**config.mk**
```make
export PLATFORM = sky130hd
export DESIGN_NAME = lsu_riscv_flat
export DESIGN_NICKNAME = d
export VERILOG_FILES = /design/src/rtl/lsu_riscv_if.sv /design/src/rtl/lsu_riscv.sv /design/src/flat_wrapper.sv
export SDC_FILE = /design/constraint.sdc
export NUM_CORES = 1
export LEC_CHECK = 0
export BUFFER_PORTS_ARGS = -buffer_cell sky130_fd_sc_hd__clkbuf_2
export CAP_MARGIN = 10
export CORE_AREA = 2 2 118 120
export DETAILED_ROUTE_END_ITERATION = 10
export DIE_AREA = 0 0 120 122
export PLACE_DENSITY_LB_ADDON = 0.25
export SLEW_MARGIN = 20
export SYNTH_ARGS = -nofsm -noshare
export SYNTH_HDL_FRONTEND = slang
export SYNTH_SLANG_ARGS = --single-unit
```
**constraint.sdc**
```tcl
create_clock -name clk_i -period 3.03 [get_ports clk_i]
set_clock_uncertainty 0.15 [all_clocks]
set_input_delay 0.1515 -clock clk_i [delete_from_list [all_inputs] [get_ports clk_i]]
set_output_delay 0.1515 -clock clk_i [all_outputs]
set_load 0.005 [all_outputs]
```
**src/rtl/lsu_riscv_if.sv**
```systemverilog
// Core-side and memory-side signal bundle of the load/store unit.
// The slave modport is the LSU; the master modport is the core plus the data memory.
interface lsu_riscv_if;
    logic        lsu_req_i;
    logic        lsu_we_i;
    logic [2:0]  lsu_size_i;
    logic [31:0] lsu_addr_i;
    logic [31:0] lsu_data_i;
    logic [31:0] lsu_data_o;
    logic        lsu_stall_req_o;
    logic        misaligned_o;
    logic        data_req_o;
    logic        data_we_o;
    logic [3:0]  data_be_o;
    logic [31:0] data_addr_o;
    logic [31:0] data_wdata_o;
    logic        data_gnt_i;
    logic        data_rvalid_i;
    logic [31:0] data_rdata_i;

    modport slave (
        input  lsu_req_i, lsu_we_i, lsu_size_i, lsu_addr_i, lsu_data_i,
        input  data_gnt_i, data_rvalid_i, data_rdata_i,
        output lsu_data_o, lsu_stall_req_o, misaligned_o,
        output data_req_o, data_we_o, data_be_o, data_addr_o, data_wdata_o
    );

    modport master (
        output lsu_req_i, lsu_we_i, lsu_size_i, lsu_addr_i, lsu_data_i,
        output data_gnt_i, data_rvalid_i, data_rdata_i,
        input  lsu_data_o, lsu_stall_req_o, misaligned_o,
        input  data_req_o, data_we_o, data_be_o, data_addr_o, data_wdata_o
    );
endinterface

```
**src/rtl/lsu_riscv.sv**
```systemverilog
// RISC-V load/store unit: one outstanding gnt/rvalid transaction, byte-lane steering,
// load sign/zero extension and misaligned-access detection with a core stall request.
module lsu_riscv (
    input  logic        clk_i,
    input  logic        rst_i,
    lsu_riscv_if.slave  bus
);
    typedef enum logic [1:0] {IDLE, WAIT_GNT, WAIT_RVALID, DONE} state_t;

    state_t      state_reg, state_next;
    logic [31:0] addr_reg, addr_next;
    logic [31:0] wdata_reg, wdata_next;
    logic [31:0] data_reg, data_next;
    logic [2:0]  size_reg, size_next;
    logic        we_reg, we_next;
    logic        err_reg, err_next;

    logic        access_bad;
    logic        data_req;
    logic [7:0]  rd_lanes [4];
    logic [7:0]  byte_sel;
    logic [15:0] half_sel;
    logic [31:0] load_ext;
    logic [3:0]  be;
    logic [31:0] wdata_rep;

    // Legality of the incoming request, judged on the live inputs before capture.
    always_comb begin
        access_bad = 1'b0;
        case (bus.lsu_size_i)
            3'd0, 3'd4: access_bad = 1'b0;
            3'd1, 3'd5: access_bad = bus.lsu_addr_i[0];
            3'd2:       access_bad = |bus.lsu_addr_i[1:0];
            default:    access_bad = 1'b1;
        endcase
    end

    generate
        for (genvar gi = 0; gi < 4; gi++) begin : g_rd_lane
            assign rd_lanes[gi] = bus.data_rdata_i[8*gi +: 8];
        end
    endgenerate

    assign byte_sel = rd_lanes[addr_reg[1:0]];
    assign half_sel = addr_reg[1] ? bus.data_rdata_i[31:16] : bus.data_rdata_i[15:0];

    always_comb begin
        load_ext = bus.data_rdata_i;
        case (size_reg)
            3'd0:    load_ext = {{24{byte_sel[7]}}, byte_sel};
            3'd4:    load_ext = {24'd0, byte_sel};
            3'd1:    load_ext = {{16{half_sel[15]}}, half_sel};
            3'd5:    load_ext = {16'd0, half_sel};
            default: load_ext = bus.data_rdata_i;
        endcase
    end

    // size_reg[2] only marks unsigned loads, so the low bits pick the access width.
    always_comb begin
        be        = 4'b1111;
        wdata_rep = wdata_reg;
        case (size_reg[1:0])
            2'd0: begin
                be        = 4'b0001 << addr_reg[1:0];
                wdata_rep = {4{wdata_reg[7:0]}};
            end
            2'd1: begin
                be        = 4'b0011 << addr_reg[1:0];
                wdata_rep = {2{wdata_reg[15:0]}};
            end
            default: begin
                be        = 4'b1111;
                wdata_rep = wdata_reg;
            end
        endcase
    end

    always_comb begin
        state_next = state_reg;
        addr_next  = addr_reg;
        wdata_next = wdata_reg;
        size_next  = size_reg;
        we_next    = we_reg;
        err_next   = err_reg;
        data_next  = data_reg;
        case (state_reg)
            IDLE: begin
                if (bus.lsu_req_i) begin
                    if (access_bad) begin
                        err_next   = 1'b1;
                        state_next = DONE;
                    end else begin
                        addr_next  = bus.lsu_addr_i;
                        wdata_next = bus.lsu_data_i;
                        size_next  = bus.lsu_size_i;
                        we_next    = bus.lsu_we_i;
                        err_next   = 1'b0;
                        state_next = WAIT_GNT;
                    end
                end
            end
            WAIT_GNT: begin
                if (bus.data_gnt_i) begin
                    state_next = we_reg ? DONE : WAIT_RVALID;
                end
            end
            WAIT_RVALID: begin
                if (bus.data_rvalid_i) begin
                    data_next  = load_ext;
                    state_next = DONE;
                end
            end
            DONE: begin
                err_next   = 1'b0;
                state_next = IDLE;
            end
            default: state_next = IDLE;
        endcase
    end

    always_ff @(posedge clk_i or posedge rst_i) begin
        if (rst_i) begin
            state_reg <= IDLE;
            addr_reg  <= '0;
            wdata_reg <= '0;
            size_reg  <= '0;
            we_reg    <= 1'b0;
            err_reg   <= 1'b0;
            data_reg  <= '0;
        end else begin
            state_reg <= state_next;
            addr_reg  <= addr_next;
            wdata_reg <= wdata_next;
            size_reg  <= size_next;
            we_reg    <= we_next;
            err_reg   <= err_next;
            data_reg  <= data_next;
        end
    end

    assign data_req            = (state_reg == WAIT_GNT);
    assign bus.data_req_o      = data_req;
    assign bus.data_we_o       = data_req & we_reg;
    assign bus.data_be_o       = data_req ? be : 4'b0000;
    assign bus.data_addr_o     = {addr_reg[31:2], 2'b00};
    assign bus.data_wdata_o    = wdata_rep;
    assign bus.lsu_data_o      = data_reg;
    assign bus.lsu_stall_req_o = bus.lsu_req_i & (state_reg != DONE);
    assign bus.misaligned_o    = (state_reg == DONE) & err_reg;
endmodule

```
**src/flat_wrapper.sv**
```systemverilog
// flat-port wrapper written by rule: the top's interface ports become plain ports
module lsu_riscv_flat 
  (clk_i, rst_i, bus_lsu_req_i, bus_lsu_we_i, bus_lsu_size_i, bus_lsu_addr_i, bus_lsu_data_i, bus_data_gnt_i, bus_data_rvalid_i, bus_data_rdata_i, bus_lsu_data_o, bus_lsu_stall_req_o, bus_misaligned_o, bus_data_req_o, bus_data_we_o, bus_data_be_o, bus_data_addr_o, bus_data_wdata_o);
  lsu_riscv_if bus_i ();
  input  logic clk_i;
  input  logic rst_i;
  input wire logic [$bits(bus_i.lsu_req_i)-1:0] bus_lsu_req_i;
  input wire logic [$bits(bus_i.lsu_we_i)-1:0] bus_lsu_we_i;
  input wire logic [$bits(bus_i.lsu_size_i)-1:0] bus_lsu_size_i;
  input wire logic [$bits(bus_i.lsu_addr_i)-1:0] bus_lsu_addr_i;
  input wire logic [$bits(bus_i.lsu_data_i)-1:0] bus_lsu_data_i;
  input wire logic [$bits(bus_i.data_gnt_i)-1:0] bus_data_gnt_i;
  input wire logic [$bits(bus_i.data_rvalid_i)-1:0] bus_data_rvalid_i;
  input wire logic [$bits(bus_i.data_rdata_i)-1:0] bus_data_rdata_i;
  output wire logic [$bits(bus_i.lsu_data_o)-1:0] bus_lsu_data_o;
  output wire logic [$bits(bus_i.lsu_stall_req_o)-1:0] bus_lsu_stall_req_o;
  output wire logic [$bits(bus_i.misaligned_o)-1:0] bus_misaligned_o;
  output wire logic [$bits(bus_i.data_req_o)-1:0] bus_data_req_o;
  output wire logic [$bits(bus_i.data_we_o)-1:0] bus_data_we_o;
  output wire logic [$bits(bus_i.data_be_o)-1:0] bus_data_be_o;
  output wire logic [$bits(bus_i.data_addr_o)-1:0] bus_data_addr_o;
  output wire logic [$bits(bus_i.data_wdata_o)-1:0] bus_data_wdata_o;
  assign bus_i.lsu_req_i = bus_lsu_req_i;
  assign bus_i.lsu_we_i = bus_lsu_we_i;
  assign bus_i.lsu_size_i = bus_lsu_size_i;
  assign bus_i.lsu_addr_i = bus_lsu_addr_i;
  assign bus_i.lsu_data_i = bus_lsu_data_i;
  assign bus_i.data_gnt_i = bus_data_gnt_i;
  assign bus_i.data_rvalid_i = bus_data_rvalid_i;
  assign bus_i.data_rdata_i = bus_data_rdata_i;
  assign bus_lsu_data_o = bus_i.lsu_data_o;
  assign bus_lsu_stall_req_o = bus_i.lsu_stall_req_o;
  assign bus_misaligned_o = bus_i.misaligned_o;
  assign bus_data_req_o = bus_i.data_req_o;
  assign bus_data_we_o = bus_i.data_we_o;
  assign bus_data_be_o = bus_i.data_be_o;
  assign bus_data_addr_o = bus_i.data_addr_o;
  assign bus_data_wdata_o = bus_i.data_wdata_o;
  lsu_riscv u_core (.clk_i(clk_i), .rst_i(rst_i), .bus(bus_i));
endmodule
```
Word level (Yosys, flattened, before mapping)
Index checks and enable logic that the tools add are counted. W data, S select, Z words.

Output and inout port bits: 104. Bits in registers: 103. Input port bits: 105.

Bitwise logic cells: 5. Eq/ne operators: 15. Reduce and logical (&&, ||, !) cells: 12. Shift-type cells: 2. Order comparisons: 1. Mux-type cells: 18.

Operators by type and width (number): $pmux W32 S4 (1); $pmux W32 S2 (1); $bmux W8 S2 (1); $mux W16 (1); $mux W8 (2); $eq A3 B3 Y1 const B (4); $mux W2 (4); $ne A2 B2 Y1 const B (4); $pmux W2 S4 (1); $pmux W4 S2 (1); $eq A3 B1 Y1 const B (2); $logic_not A3 Y1 (2); $reduce_and A3 Y1 (2); $reduce_or A2 Y1 (3); $eq A2 B1 Y1 const B (2); $eq A2 B2 Y1 const B (2); $logic_not A2 Y1 (2); $mux W4 (1); $reduce_and A2 Y1 (2); $shl A1 B2 Y4 const A (1); $shl A2 B2 Y4 const A (1); $and A1 B1 Y1 (3); $eq A3 B2 Y1 const B (1); $ge A3 B3 Y1 const B (1); 6 further kinds (8).

Depth between registers and ports, before layout
Depth after elaboration: 6. Depth in mapped cells: 8. Gate-level depth less buffers: 6.

Worst setup path before layout
No wires, ideal clock.

Path kind: register to register. Start: reg u_core.state_reg[0]. End: reg u_core.size_reg[1]. Buffers on the path: 3. Library setup time: 0.128 ns. Required time: 2.752 ns. Cell stages (with the launch flop): 8. Slack: 1.151 ns. Data arrival time: 1.601 ns. Period minus slack after synthesis: 1.879 ns. Cell sequence: dfrtp_1 > inv_1 > ha_1 > clkbuf_1 > o211ai_2 > buf_6 > buf_6 > mux2_1.

Longest elaborated chain between the ends: 2.

Ends and longest elaborated chain: start, declared (RTL line lsu_riscv.sv:10) `state_t state_reg, state_next;`; start signal, assigned (RTL line lsu_riscv.sv:131) `state_reg <= state_next;`; $logic_not A2 Y1 (RTL line lsu_riscv.sv:86) `case (state_reg)`; $reduce_and A3 Y1 (no line); end signal, assigned (RTL line lsu_riscv.sv:134) `size_reg <= size_next;`; end, declared (RTL line lsu_riscv.sv:14) `logic [2:0] size_reg, size_next;`.

No other way between the ends. A chain may end at the register's enable or synchronous reset.

Worst setup path in the final report
Start: reg u_core.size_reg[0]. End: out bus_data_wdata_o[10].

Longest elaborated chain between the ends: 2. Elaborated cells on any way between the ends: 3. Classes of those cells: 1 x eq/ne; 1 x mux; 1 x reduce/logical.

Ends and longest elaborated chain: $eq A2 B1 Y1 / $logic_not A2 Y1 (equally long branches) (RTL line lsu_riscv.sv:62) `case (size_reg[1:0])`; $pmux W32 S2 * (RTL line lsu_riscv.sv:62); end, declared (RTL line flat_wrapper.sv:22) `output wire logic [$bits(bus_i.data_wdata_o)-1:0] bus_data_wdata_o;`.

Mark *: on every way between the ends. The rest lies on a longest branch, timed or not.

==> out/results.env <==
REPORT.FINAL.SLEW_VIOL_COUNT=0
GRT_PASS1_WL_MM=22.1
CLK-INSERTION-DELAY-LATE_NS=0.34
CRIT_PATH_MAX_FANOUT=21
CLOCK_POWER_SHARE_PCT=16.8
WORST_R2R_STARTPOINT='u_core.addr_reg[1]$_DFFE_PP0P_'
FIRST_ITER_VIOLATIONS=183
MAX-VDD-IR-DROP_mV=0.453
POST_DRT_VIA_CELL_RATIO=4.84
MOSTFREQUENTLAYOUTCELLS='clkbuf_2, dfrtp_1, dlygate4sd3_1'
SYNTH_SEQ_CELLS=103
CLK_TRANSITION_REPORTED_PATHS_NS=0.07
NUM-NETS-FINAL=831
TRITONCTS='done'
FINALHOLDVIOLCOUNT=0
SETUP_VIOL=0
NETLIST_AREA_UM2=5250
STATUS='completed'
WORST-R2R-SETUP-SLACK_NS=0.76
POWER_SWITCHING_W=0.00246
TIMING.CRITICAL_PATH.TO_TYPE='output port'
BOUNDARYPINS=209
TRACK_USAGE_PCT=19.2
NUM_ROWS=43
CTSHOLDBUFFERS=93
CTS_SETUP_BUFFERS=0
H-TREE-DEPTH=3
DETAIL_ROUTE.DRC_VIOLATIONS=0
CLOCK_PATH_BUFFERS=2
GRT_SETUP_UNREPAIRED='no'
SYNTHCELLS=474
WORST-ENDPOINT-REQUIRED_NS=2.73
DP.FINAL_HPWL_MM=9.45
LARGEST_NET_DEGREE_AT_THE_START_OF_GLOBAL_ROUTING=56
POWER_LEAKAGE_nW=3.60
POWER.COMBINATIONAL.FRACTION_PCT=44.4
DIE_Y_UM=122
DIE_AREA_UM2=14600
ASYNC_RESET_FF_SHARE_PCT=100
REG2REG_TO='u_core.bus.lsu_data_o[23]$_DFFE_PP0P_'
DETAILROUTE.VIA_COUNT=4385
SWITCHING_SHARE_PCT=36.3
PORT-BUFFER-COUNT=206
FIRST_GLOBAL_VIAS=4538
GLOBALROUTEOVERFLOWTOTAL=0
POWER_DENSITY_nW_PER_UM2=921
GP_CONGESTION=0.794
HOLDWS_NS=0.0150
DRT_ANTENNA_NET_COUNT=0
MIN_PERIOD_OVER_PERIOD_PCT=79.3
MOST_COMMON_LIBRARY_CELL_IN_THE_LAYOUT_IGNORING_FILL_AND_TAPS='clkbuf_2'
ANTENNA_VIOLATIONS_BEFORE_REPAIR=0
POST_ROUTE_SETUP_TNS_NS=0
TOTAL_POWER_W=0.00678
CTS-BUFFERS-INSERTED=9
SYNTH-EDFF-COUNT=0
CTS-ROOT-BUF='clkbuf_16'
AVERAGE_WIRE_LENGTH_PER_CELL_AFTER_DETAIL_ROUTING_UM=15.2
CTS_REPAIR_RESIZE_COUNT=0
ROUTE.FINAL.WIRE_LENGTH_MM=13.7
YS.WARNINGS.COUNT=0
FMAX_GHz=0.416
FINAL_CORE_UTILIZATION_PCT=54.5
SYNTH_AREA_PER_CELL_UM2=11.1
INITIAL_UTILIZATION_PCT=38.9
INT_PWR_W=0.00432
YS_SEQ_AREA_SHARE_PCT=49.1
SEQUENTIALPOWERSHARE_PCT=38.8
RELSLEWSLACK_PCT=39.9
SYNTH_TOP_FLOP_CELL='dfrtp_1'
DESIGN.CORE.AREA_UM2=13500
INSERTEDDIODECOUNT=0
POST_ROUTE_CELLS_DRIVE_ABOVE_1_SHARE_PCT=43.8
DRT_PASS1_ITERATIONS=4
CTS.SINKS=103
POST-ROUTE-MIN-PERIOD_NS=2.40
TIMING.HOLD.WORST.CLASS='primary input to flip-flop'
HOLDCRITSTARTPOINT='bus_data_rdata_i[14]'
SETUP.WORST_PATH.START_CLASS='flip-flop'
WORST-SLEW-PIN-TRANSITION_NS=0.899
R2R.WORST_PATH.CELLS=4
DIE_WIDTH_UM=120
TIMING.HOLD.WORST_ENDPOINT='u_core.bus.lsu_data_o[14]$_DFFE_PP0P_'
DRV.MAX_CAP_VIOLATION_COUNT=0
HOLD-PATH-CELL-COUNT=3
WORST-SETUP-PATH-TYPE='flip-flop to output port'
POST_SYNTH_NUM_CELL_TYPES=41
AREA_GROWTH_PCT=40.1
CP.ARRIVAL_NS=2.10
[cell usage after synthesis (5+ instances only)]
library cell  instances  area (µm²)
buf_2                 9        45.0
mux2i_1              12         120
a31oi_1               7        43.8
nand2b_1              5        31.3
nand3_1              27         135
a21oi_1              15        75.1
a22oi_1               6        45.0
nor2_1               25        93.8
o21ai_0              24         120
nand2_1              41         154
clkbuf_1             13        48.8
inv_1                 8        30.0
buf_4                41         308
dfrtp_1             103        2580
and3_1                6        37.5
mux2_2               85         957
[power by group through the flow]
stage,Clock (W),Sequential [W],Combinational [W]
floorplan,0,0.00240,0.00224
global placement,0,0.00261,0.00287
detailed placement,0,0.00265,0.00294
CTS,0.00118,0.00263,0.00305
global route,0.00123,0.00274,0.00336
finish,0.00114,0.00263,0.00301
[per-layer routing]
| metal | track usage (%) | part of all wire, % |
|---|---|---|
| met1 | 23.2 | 42 |
| met2 | 33.4 | 51 |
| met3 | 4.21 | 6.1 |
| met4 | 7.35 | 1.8 |
| met5 | 0 | 0 |
[how the worst max path moves through the flow]
stage / endpoint / cells after the start / start
2_1_floorplan: u_core.addr_reg[0]$_DFFE_PP0P_ / 1 / rst_i
5_1_grt: bus_data_wdata_o[8] / 3 / u_core.size_reg[0]$_DFFE_PP0P_
3_5_place_dp: u_core.bus.lsu_data_o[30]$_DFFE_PP0P_ / 4 / u_core.addr_reg[1]$_DFFE_PP0P_
6_report: bus_data_wdata_o[10] / 3 / u_core.size_reg[0]$_DFFE_PP0P_
3_3_place_gp: u_core.bus.lsu_data_o[31]$_DFFE_PP0P_ / 4 / u_core.addr_reg[1]$_DFFE_PP0P_
4_1_cts: bus_data_wdata_o[11] / 3 / u_core.size_reg[0]$_DFFE_PP0P_
[cell type report]
class	instances	area [µm²]
timing repair buffer	304	2020
clock buffer	10	229
inverter	8	32.5
clock inverter	5	60.1
tap	180	225
sequential	103	2580
fill	1192	6150
multi-input combinational	296	2200
[worst max-delay path, cell delays in order (launching register included)]
cell and delay [ns]:
dfrtp_1 0.63, nor2_2 0.61, mux2_2 0.41, clkbuf_2 0.11
[through the flow]
step | cells | cell area (µm²) | worst slack (ns)
2_1_floorplan | 475 | 5250 | 0.0247
3_3_place_gp | 798 | 6130 | 0.844
3_5_place_dp | 798 | 6130 | 0.780
4_1_cts | 906 | 7350 | 0.535
5_1_grt | 906 | 7350 | 0.445
6_report | 906 | 7350 | 0.626
[cell families after synthesis]
logic type | share of synthesized area, %
other | 0.0714
flip-flops | 49.1
buffers and inverters | 9.18
adder cells (fa/ha/maj) | 0.953
multiplexers | 21.8
AND/OR/NAND/NOR | 10.5
AO/OA/AOI/OAI | 8.41
Power figures use the tool's default switching activity.
